--- config.mk ---
export PLATFORM = sky130hd
export DESIGN_NAME = alu_cmd_sequencer
export DESIGN_NICKNAME = d
export VERILOG_FILES = /design/src/rtl/alu_cmd_sequencer.sv
export SDC_FILE = /design/constraint.sdc
export NUM_CORES = 1
export LEC_CHECK = 0
export CORE_MARGIN = 2
export CORE_UTILIZATION = 52
export CTS_BUF_LIST = sky130_fd_sc_hd__clkbuf_2 sky130_fd_sc_hd__clkbuf_4 sky130_fd_sc_hd__clkbuf_8
export CTS_CLUSTER_SIZE = 25
export DETAILED_ROUTE_END_ITERATION = 6
export PLACE_DENSITY = 0.9
export SETUP_SLACK_MARGIN = 0.02
export SKIP_CTS_REPAIR_TIMING = 1
export SLEW_MARGIN = 5
export SYNTH_ARGS = -nofsm -noshare
export SYNTH_HDL_FRONTEND = slang
export SYNTH_SLANG_ARGS = --single-unit
--- constraint.sdc ---
create_clock -name clk -period 3.45 [get_ports clk]
set_input_delay 0.5175 -clock clk [delete_from_list [all_inputs] [get_ports clk]]
set_output_delay 0.5175 -clock clk [all_outputs]
set_load 0.01 [all_outputs]
--- src/rtl/alu_cmd_sequencer.sv ---
// ============================================================================
// Module   : alu_cmd_sequencer
// Brief    : Queues (op, operand) commands, drives the calculator datapath,
//            captures result/error after a fixed settle time and returns it
//            on a valid/ready response port; error-free results update acc.
// Revision : 1.0  initial release
// ============================================================================
`default_nettype none

module alu_cmd_sequencer #(
   parameter int         DEPTH  = 4,
   parameter int         SETTLE = 2,
   parameter logic [3:0] CLR_OP = 4'd13
) (
   input  logic        clk,
   input  logic        rst,
   input  logic        cmd_valid,
   output logic        cmd_ready,
   input  logic [3:0]  cmd_op,
   input  logic [15:0] cmd_operand,
   output logic [15:0] alu_input1,
   output logic [15:0] alu_input2,
   output logic [3:0]  alu_op_code,
   input  logic [31:0] alu_output1,
   input  logic [1:0]  alu_err_code,
   output logic        res_valid,
   input  logic        res_ready,
   output logic [31:0] res_data,
   output logic [1:0]  res_err,
   output logic [31:0] acc,
   output logic        err_sticky,
   output logic        busy
);

   localparam int             c_AW   = (DEPTH > 1) ? $clog2(DEPTH) : 1;
   localparam int             c_CW   = (SETTLE > 1) ? $clog2(SETTLE + 1) : 1;
   localparam logic [c_AW:0]  c_FULL = (c_AW + 1)'(DEPTH);
   localparam logic [c_CW-1:0] c_LAST = c_CW'(SETTLE - 1);

   typedef enum logic [1:0] {
      ST_IDLE   = 2'd0,
      ST_SETTLE = 2'd1,
      ST_RESP   = 2'd2
   } state_t;

   state_t            r_state;
   state_t            w_state_nxt;
   logic              w_pop;
   logic              w_capture;
   logic              w_resp_done;

   logic [19:0]       r_mem [DEPTH];
   logic [c_AW-1:0]   r_wr_ptr;
   logic [c_AW-1:0]   r_rd_ptr;
   logic [c_AW:0]     r_count;
   logic [c_CW-1:0]   r_cnt;

   logic [15:0]       r_input1;
   logic [3:0]        r_op_code;
   logic [31:0]       r_res_data;
   logic [1:0]        r_res_err;
   logic              r_res_valid;
   logic [31:0]       r_acc;
   logic              r_err_sticky;

   logic              w_full;
   logic              w_not_empty;
   logic              w_push;
   logic [19:0]       w_head;

   assign w_full      = (r_count == c_FULL);
   assign w_not_empty = (r_count != '0);
   assign w_push      = cmd_valid && !w_full;
   assign w_head      = r_mem[r_rd_ptr];

   // ---------------------------------------------------------------- FSM
   always_ff @(posedge clk or posedge rst) begin
      if (rst) begin
         r_state <= ST_IDLE;
      end else begin
         r_state <= w_state_nxt;
      end
   end

   always_comb begin
      w_state_nxt = r_state;
      w_pop       = 1'b0;
      w_capture   = 1'b0;
      w_resp_done = 1'b0;
      case (r_state)
         ST_IDLE: begin
            if (w_not_empty) begin
               w_pop       = 1'b1;
               w_state_nxt = ST_SETTLE;
            end
         end
         ST_SETTLE: begin
            if (r_cnt == c_LAST) begin
               w_capture   = 1'b1;
               w_state_nxt = ST_RESP;
            end
         end
         ST_RESP: begin
            // res_valid is always high here, so res_ready alone is the handshake
            if (res_ready) begin
               w_resp_done = 1'b1;
               if (w_not_empty) begin
                  w_pop       = 1'b1;
                  w_state_nxt = ST_SETTLE;
               end else begin
                  w_state_nxt = ST_IDLE;
               end
            end
         end
         default: w_state_nxt = ST_IDLE;
      endcase
   end

   // ---------------------------------------------------------------- FIFO
   always_ff @(posedge clk) begin
      if (w_push) begin
         r_mem[r_wr_ptr] <= {cmd_op, cmd_operand};
      end
   end

   always_ff @(posedge clk or posedge rst) begin
      if (rst) begin
         r_wr_ptr <= '0;
         r_rd_ptr <= '0;
         r_count  <= '0;
      end else begin
         if (w_push) begin
            r_wr_ptr <= r_wr_ptr + c_AW'(1);
         end
         if (w_pop) begin
            r_rd_ptr <= r_rd_ptr + c_AW'(1);
         end
         case ({w_push, w_pop})
            2'b10:   r_count <= r_count + (c_AW + 1)'(1);
            2'b01:   r_count <= r_count - (c_AW + 1)'(1);
            default: r_count <= r_count;
         endcase
      end
   end

   // ---------------------------------------------------------------- datapath
   always_ff @(posedge clk or posedge rst) begin
      if (rst) begin
         r_cnt        <= '0;
         r_input1     <= '0;
         r_op_code    <= '0;
         r_res_data   <= '0;
         r_res_err    <= '0;
         r_res_valid  <= 1'b0;
         r_acc        <= '0;
         r_err_sticky <= 1'b0;
      end else begin
         if (w_pop) begin
            r_cnt     <= '0;
            r_input1  <= w_head[15:0];
            r_op_code <= w_head[19:16];
         end else if (r_state == ST_SETTLE) begin
            r_cnt <= r_cnt + c_CW'(1);
         end

         if (w_capture) begin
            r_res_data  <= alu_output1;
            r_res_err   <= alu_err_code;
            r_res_valid <= 1'b1;
            if (alu_err_code == 2'b00) begin
               r_acc <= alu_output1;
               if (r_op_code == CLR_OP) begin
                  r_err_sticky <= 1'b0;
               end
            end else begin
               r_err_sticky <= 1'b1;
            end
         end else if (w_resp_done) begin
            r_res_valid <= 1'b0;
         end
      end
   end

   assign cmd_ready   = !w_full;
   assign alu_input1  = r_input1;
   assign alu_input2  = r_acc[15:0];
   assign alu_op_code = r_op_code;
   assign res_valid   = r_res_valid;
   assign res_data    = r_res_data;
   assign res_err     = r_res_err;
   assign acc         = r_acc;
   assign err_sticky  = r_err_sticky;
   assign busy        = (r_state != ST_IDLE) || w_not_empty;

endmodule

`default_nettype wire

Word level (Yosys, flattened, before mapping)

Memories as Yosys holds them, arrays and structs flattened. A register that Yosys moved wholly into a read port is not among the register bits.
Index checks and enable logic that the tools add are counted.
Widths: inputs -> output; s select.

Multiplexer cells: 21
Equal/unequal tests: 11
Reductions and logical operators: 13
Add/sub/neg operators: 5

Operator list:

| cell                | count |
|---|---|
| $mux 1              | 13 |
| $mux 2              | 5 |
| $reduce_bool 2->1   | 4 |
| $add 2x1->2 const B | 3 |
| $eq 2x1->1 const B  | 3 |
| $ne 2x2->1 const B  | 3 |
| $pmux 2 s3          | 1 |
| $pmux 3 s2          | 1 |
| $eq 2x2->1 const B  | 2 |
| $eq 4x4->1 const B  | 1 |
| $logic_not 2->1     | 2 |
| $reduce_and 2->1    | 2 |
| $add 3x1->3 const B | 1 |
| $eq 3x3->1 const B  | 1 |
| $reduce_and 3->1    | 1 |
| $reduce_bool 3->1   | 1 |
| $sub 3x1->3 const B | 1 |
| $ne 2x1->1 const B  | 1 |
| $pmux 1 s2          | 1 |
| $logic_and 1x1->1   | 1 |
| $logic_not 1->1     | 1 |
| $logic_or 1x1->1    | 1 |

Memories kept: 1
Output and inout bits: 106
Flip-flop bits (word level): 79
Bits of input ports: 58
Memory bits (writable): 80

Memories:

| name  | depth | bits a word | rd ports | clocked after Yosys merged registers in | wr ports | RTL line | source |
|---|---|---|---|---|---|---|---|
| r_mem | 4     | 20          | 1        | 1                                       | 1        | 52       | `logic [19:0] r_mem [DEPTH];` |

Longest topological paths before layout

Depth in word-level cells: 6
Mapped depth: 9
Mapped depth without buffers: 9

Worst setup path after synthesis

Ideal clock, no wire load.

Path type: reg-to-reg
Start: reg r_count[0]
End: reg r_count[2]
Data arrival time: 2020 ps
Clock period less this slack: 2099 ps
Data required time: 3371 ps
Slack: 1351 ps
Stages on the path, launching flop included: 10
Library setup time: 79 ps
Path through: dfrtp_1 or3b_4 and2_4 inv_1 ha_1 inv_1 fa_1 xor2_1 nor2_1 xor2_1

Elaborated cells between the ends (all ways): 13

RTL lines:

| element                                         | RTL line | source |
|---|---|---|
| start: declaration                              | 55       | `logic [c_AW:0] r_count;` |
| start signal: assignment                        | 139      | `2'b10: r_count <= r_count + (c_AW + 1)'(1);` |
| start signal: assignment                        | 140      | `2'b01: r_count <= r_count - (c_AW + 1)'(1);` |
| start signal: assignment                        | 141      | `default: r_count <= r_count;` |
| $eq 3x3->1 *                                    | 71       | `assign w_full = (r_count == c_FULL);` |
| $logic_not 1->1 *                               | -        |  |
| named net cmd_ready                             | 18       | `output logic cmd_ready,` |
| $logic_and 1x1->1 *                             | 73       | `assign w_push = cmd_valid && !w_full;` |
| $eq 2x1->1 or $eq 2x2->1 (tied branches)        | 138      | `case ({w_push, w_pop})` |
| $pmux 3 s2 or $reduce_bool 2->1 (tied branches) | -        |  |

Mark *: on every way through the listed nets, which the timed path passes. The rest lies on a longest branch.
A chain may end at the register's enable or synchronous reset.

Worst setup path in the final report

Start: reg r_count[0]
End: out busy

Word-level cells in the longest chain between the ends: 2

Ends and longest elaborated chain:

| element           | RTL line | source |
|---|---|---|
| $reduce_bool 3->1 | 72       | `assign w_not_empty = (r_count != '0);` |
| $logic_or 1x1->1  | 193      | `assign busy = (r_state != ST_IDLE) \|\| w_not_empty;` |
| end: declaration  | 32       | `output logic busy` |

No other way between the ends.

==> summary.txt <==
outcome: finished clean
area occupied by multi-input gates: 1970 µm²
Worst-path clk slew: 0.09 ns
synth unique cells: 34
gp weighted congestion: 0.736
H-Tree Depth: 4
Max clock buf depth: 2
grt ovf: 0
Die ar.: 14,700 µm²
Root Driver: clkbuf_8
R2R depth: 9
DRT iter0 DRCs: 158
Final period util: 0.677
I/O pin cnt: 164
synthesis warning total: 0
total CTS buffers: 17
setup violators final: 0
WL/cell: 19.0 µm
Crit Path Class: reg -> out
fillers: 836
Max IR drop VDD: 0.000420 V
Max-Cap Viols: 0
slew margin rel.: 0.355
DR WL met3: 969 µm
clk_lat worst skew: 0.45 ns
Clock Sinks: 179
#FFs+latches synth: 179
routed vias/inst: 5.17
FF/Latch Area: 4880 µm²
Port Buffers: 163
CP Capture Point: busy
CTS tree: built
crit-path leading delay family: buffers and inverters
Worst Max-Slew Pin Slew: 0.967 ns
Hold WC Path Type: in -> async
Tmin final: 2.34 ns
Post-Route WL: 13,700 µm
RSZ-0062 raised after global routing: no
Die H: 121 µm
Antenna Violating Nets Remaining: 0
CP arrival: 1.82 ns
residual DRC count: 0
sequential-to-total area share from yosys stat: 0.685
Synth Flop Type: dfrtp_1
Slew Viols, Final: 0
Max Fclk: 0.428 GHz
via count: 3,719
Rows: 42
area leader, netlist: dfrtp_1
Pwr Density: 931 nW/µm²
number of synthesized flops with an enable pin: 80
CP peak stage delay: 0.49 ns
launch point of the worst reg-to-reg path: r_count[0]$_DFFE_PP0P_
initial antenna violation count: 0
Hold WS: 0.495 ns
CP Capture Type: primary output
startpoint types: register
total track usage: 0.199
Mapped Nets: 435
first-pass GRT wire length: 21,700 µm
Synth area leaders: dfrtp_1 (35%), edfxtp_1 (34%), mux2_4 (9.9%), mux2_2 (6.3%), mux4_2 (5.7%)
critical path's slowest cell: clkdlybuf4s50_1
clk_skew: 0.0138 ns
Final HPWL DP: 9560 µm
crit path buf inv count: 1
WP data required: 2.93 ns
Initial Util: 0.536
ant diodes: 0
crit path max fanout: 4
Chip Width: 121 µm
nets: 596
Post-synth ARST share: 0.553
M1 wire length: 5540 µm
Final Hold Fails: 0
count leader, synth: dfrtp_1
Synth top area share: 0.348
largest net degree at the start of global routing: 57
worst path cell trace: nor3_2, nand2_1, clkdlybuf4s50_1
number of global-route vias before repair: 4,039
r2r endpoint: r_count[2]$_DFFE_PP0P_
Pleak: 3.70 nW
Netlist Area Pre-Place: 7130 µm²
Post-Syn Instances: 370
mean area per synthesized cell: 19.3 µm²
share of post-route cells with drive strength above 1: 0.281
Highest Signal Layer: met4
Post-synth top cells: dfrtp_1 (99), edfxtp_1 (80), mux2_4 (47)
P&R area growth vs syn: 29.0%
Crit. Startpoint: r_count[0]$_DFFE_PP0P_
met2 wire len: 6950 µm
TritonRoute pass-1 iters: 5
cell depth of the worst setup path: 3
Setup Total Neg Slack: 0 ns
Core Area: 13,300 µm²
R2R Setup Slk: 1.24 ns
report_power, final:
group	internal, mW	switching (mW)	leakage (nW)
clock	0.607	0.717	0.190
combinational	2.32	1.35	1.60
sequential	3.04	0.518	1.91
total	5.97	2.59	3.70
worst min path at each step:
stage / endpoint / slack [ns] / cells after the start
final: alu_input1[10]$_DFFE_PP0P_ / 0.50 / 2
after global routing: alu_input1[2]$_DFFE_PP0P_ / 0.53 / 2
after CTS: acc[9]$_DFFE_PP0P_ / 0.51 / 2
after detailed placement: acc[30]$_DFFE_PP0P_ / 0.50 / 1
after global placement: r_rd_ptr[0]$_DFFE_PP0P_ / 0.48 / 1
after floorplan: r_cnt[0]$_DFFE_PP0P_ / 0.46 / 1
layer usage:
layer  up-vias  global-route usage
met1      1862               0.241
met2       152               0.337
met4         0              0.0814
li1       1684                   -
met5         -                   0
met3        21              0.0569
state kept, by name, summed over array words and instances, names as in the netlist:
name / count
r_mem: 80
r_count: 3
r_wr_ptr: 2
acc: 32
r_cnt: 2
alu_input1: 16
err_sticky: 1
res_valid: 1
r_state: 2
res_err: 2
res_data: 32
r_rd_ptr: 2
alu_op_code: 4
placed cells by master, fill, tap and decap left out, types with 6 or more instances in the layout:
cell type,netlist,routed
clkdlybuf4s50_1,0,163
dfrtp_1,99,99
edfxtp_1,80,80
mux2_4,47,47
mux2_2,40,40
mux4_2,18,18
clkbuf_8,0,18
buf_4,19,9
inv_1,9,8
ha_1,6,6
cells by family after synthesis:
group,share of synthesized area
flip-flops,0.685
multiplexers,0.228
buffers and inverters,0.0390
AND/OR/NAND/NOR,0.0198
AO/OA/AOI/OAI,0.00773
adder cells (fa/ha/maj),0.0133
XOR/XNOR,0.00737
area by class of cell:
type | count | area share
repair buffers | 173 | 0.187
multi-input cells | 151 | 0.214
clock inverters | 12 | 0.0114
flip-flops and latches | 179 | 0.531
inverters | 9 | 0.00395
clock buffers | 20 | 0.0286
well taps | 176 | 0.0240
through the flow:
stage,instances,power [mW],worst slack (ns),area [µm²],utilization
4_1_cts,720,8.66,1.06,9190,0.692
6_report,720,8.56,1.11,9190,0.692
2_1_floorplan,370,5.71,0.342,7130,-
3_3_place_gp,688,7.17,1.09,8830,0.664
3_5_place_dp,688,7.33,1.04,8830,0.664
5_1_grt,720,9.05,0.988,9190,0.692
No activity file was read; power rests on OpenSTA's default activity.
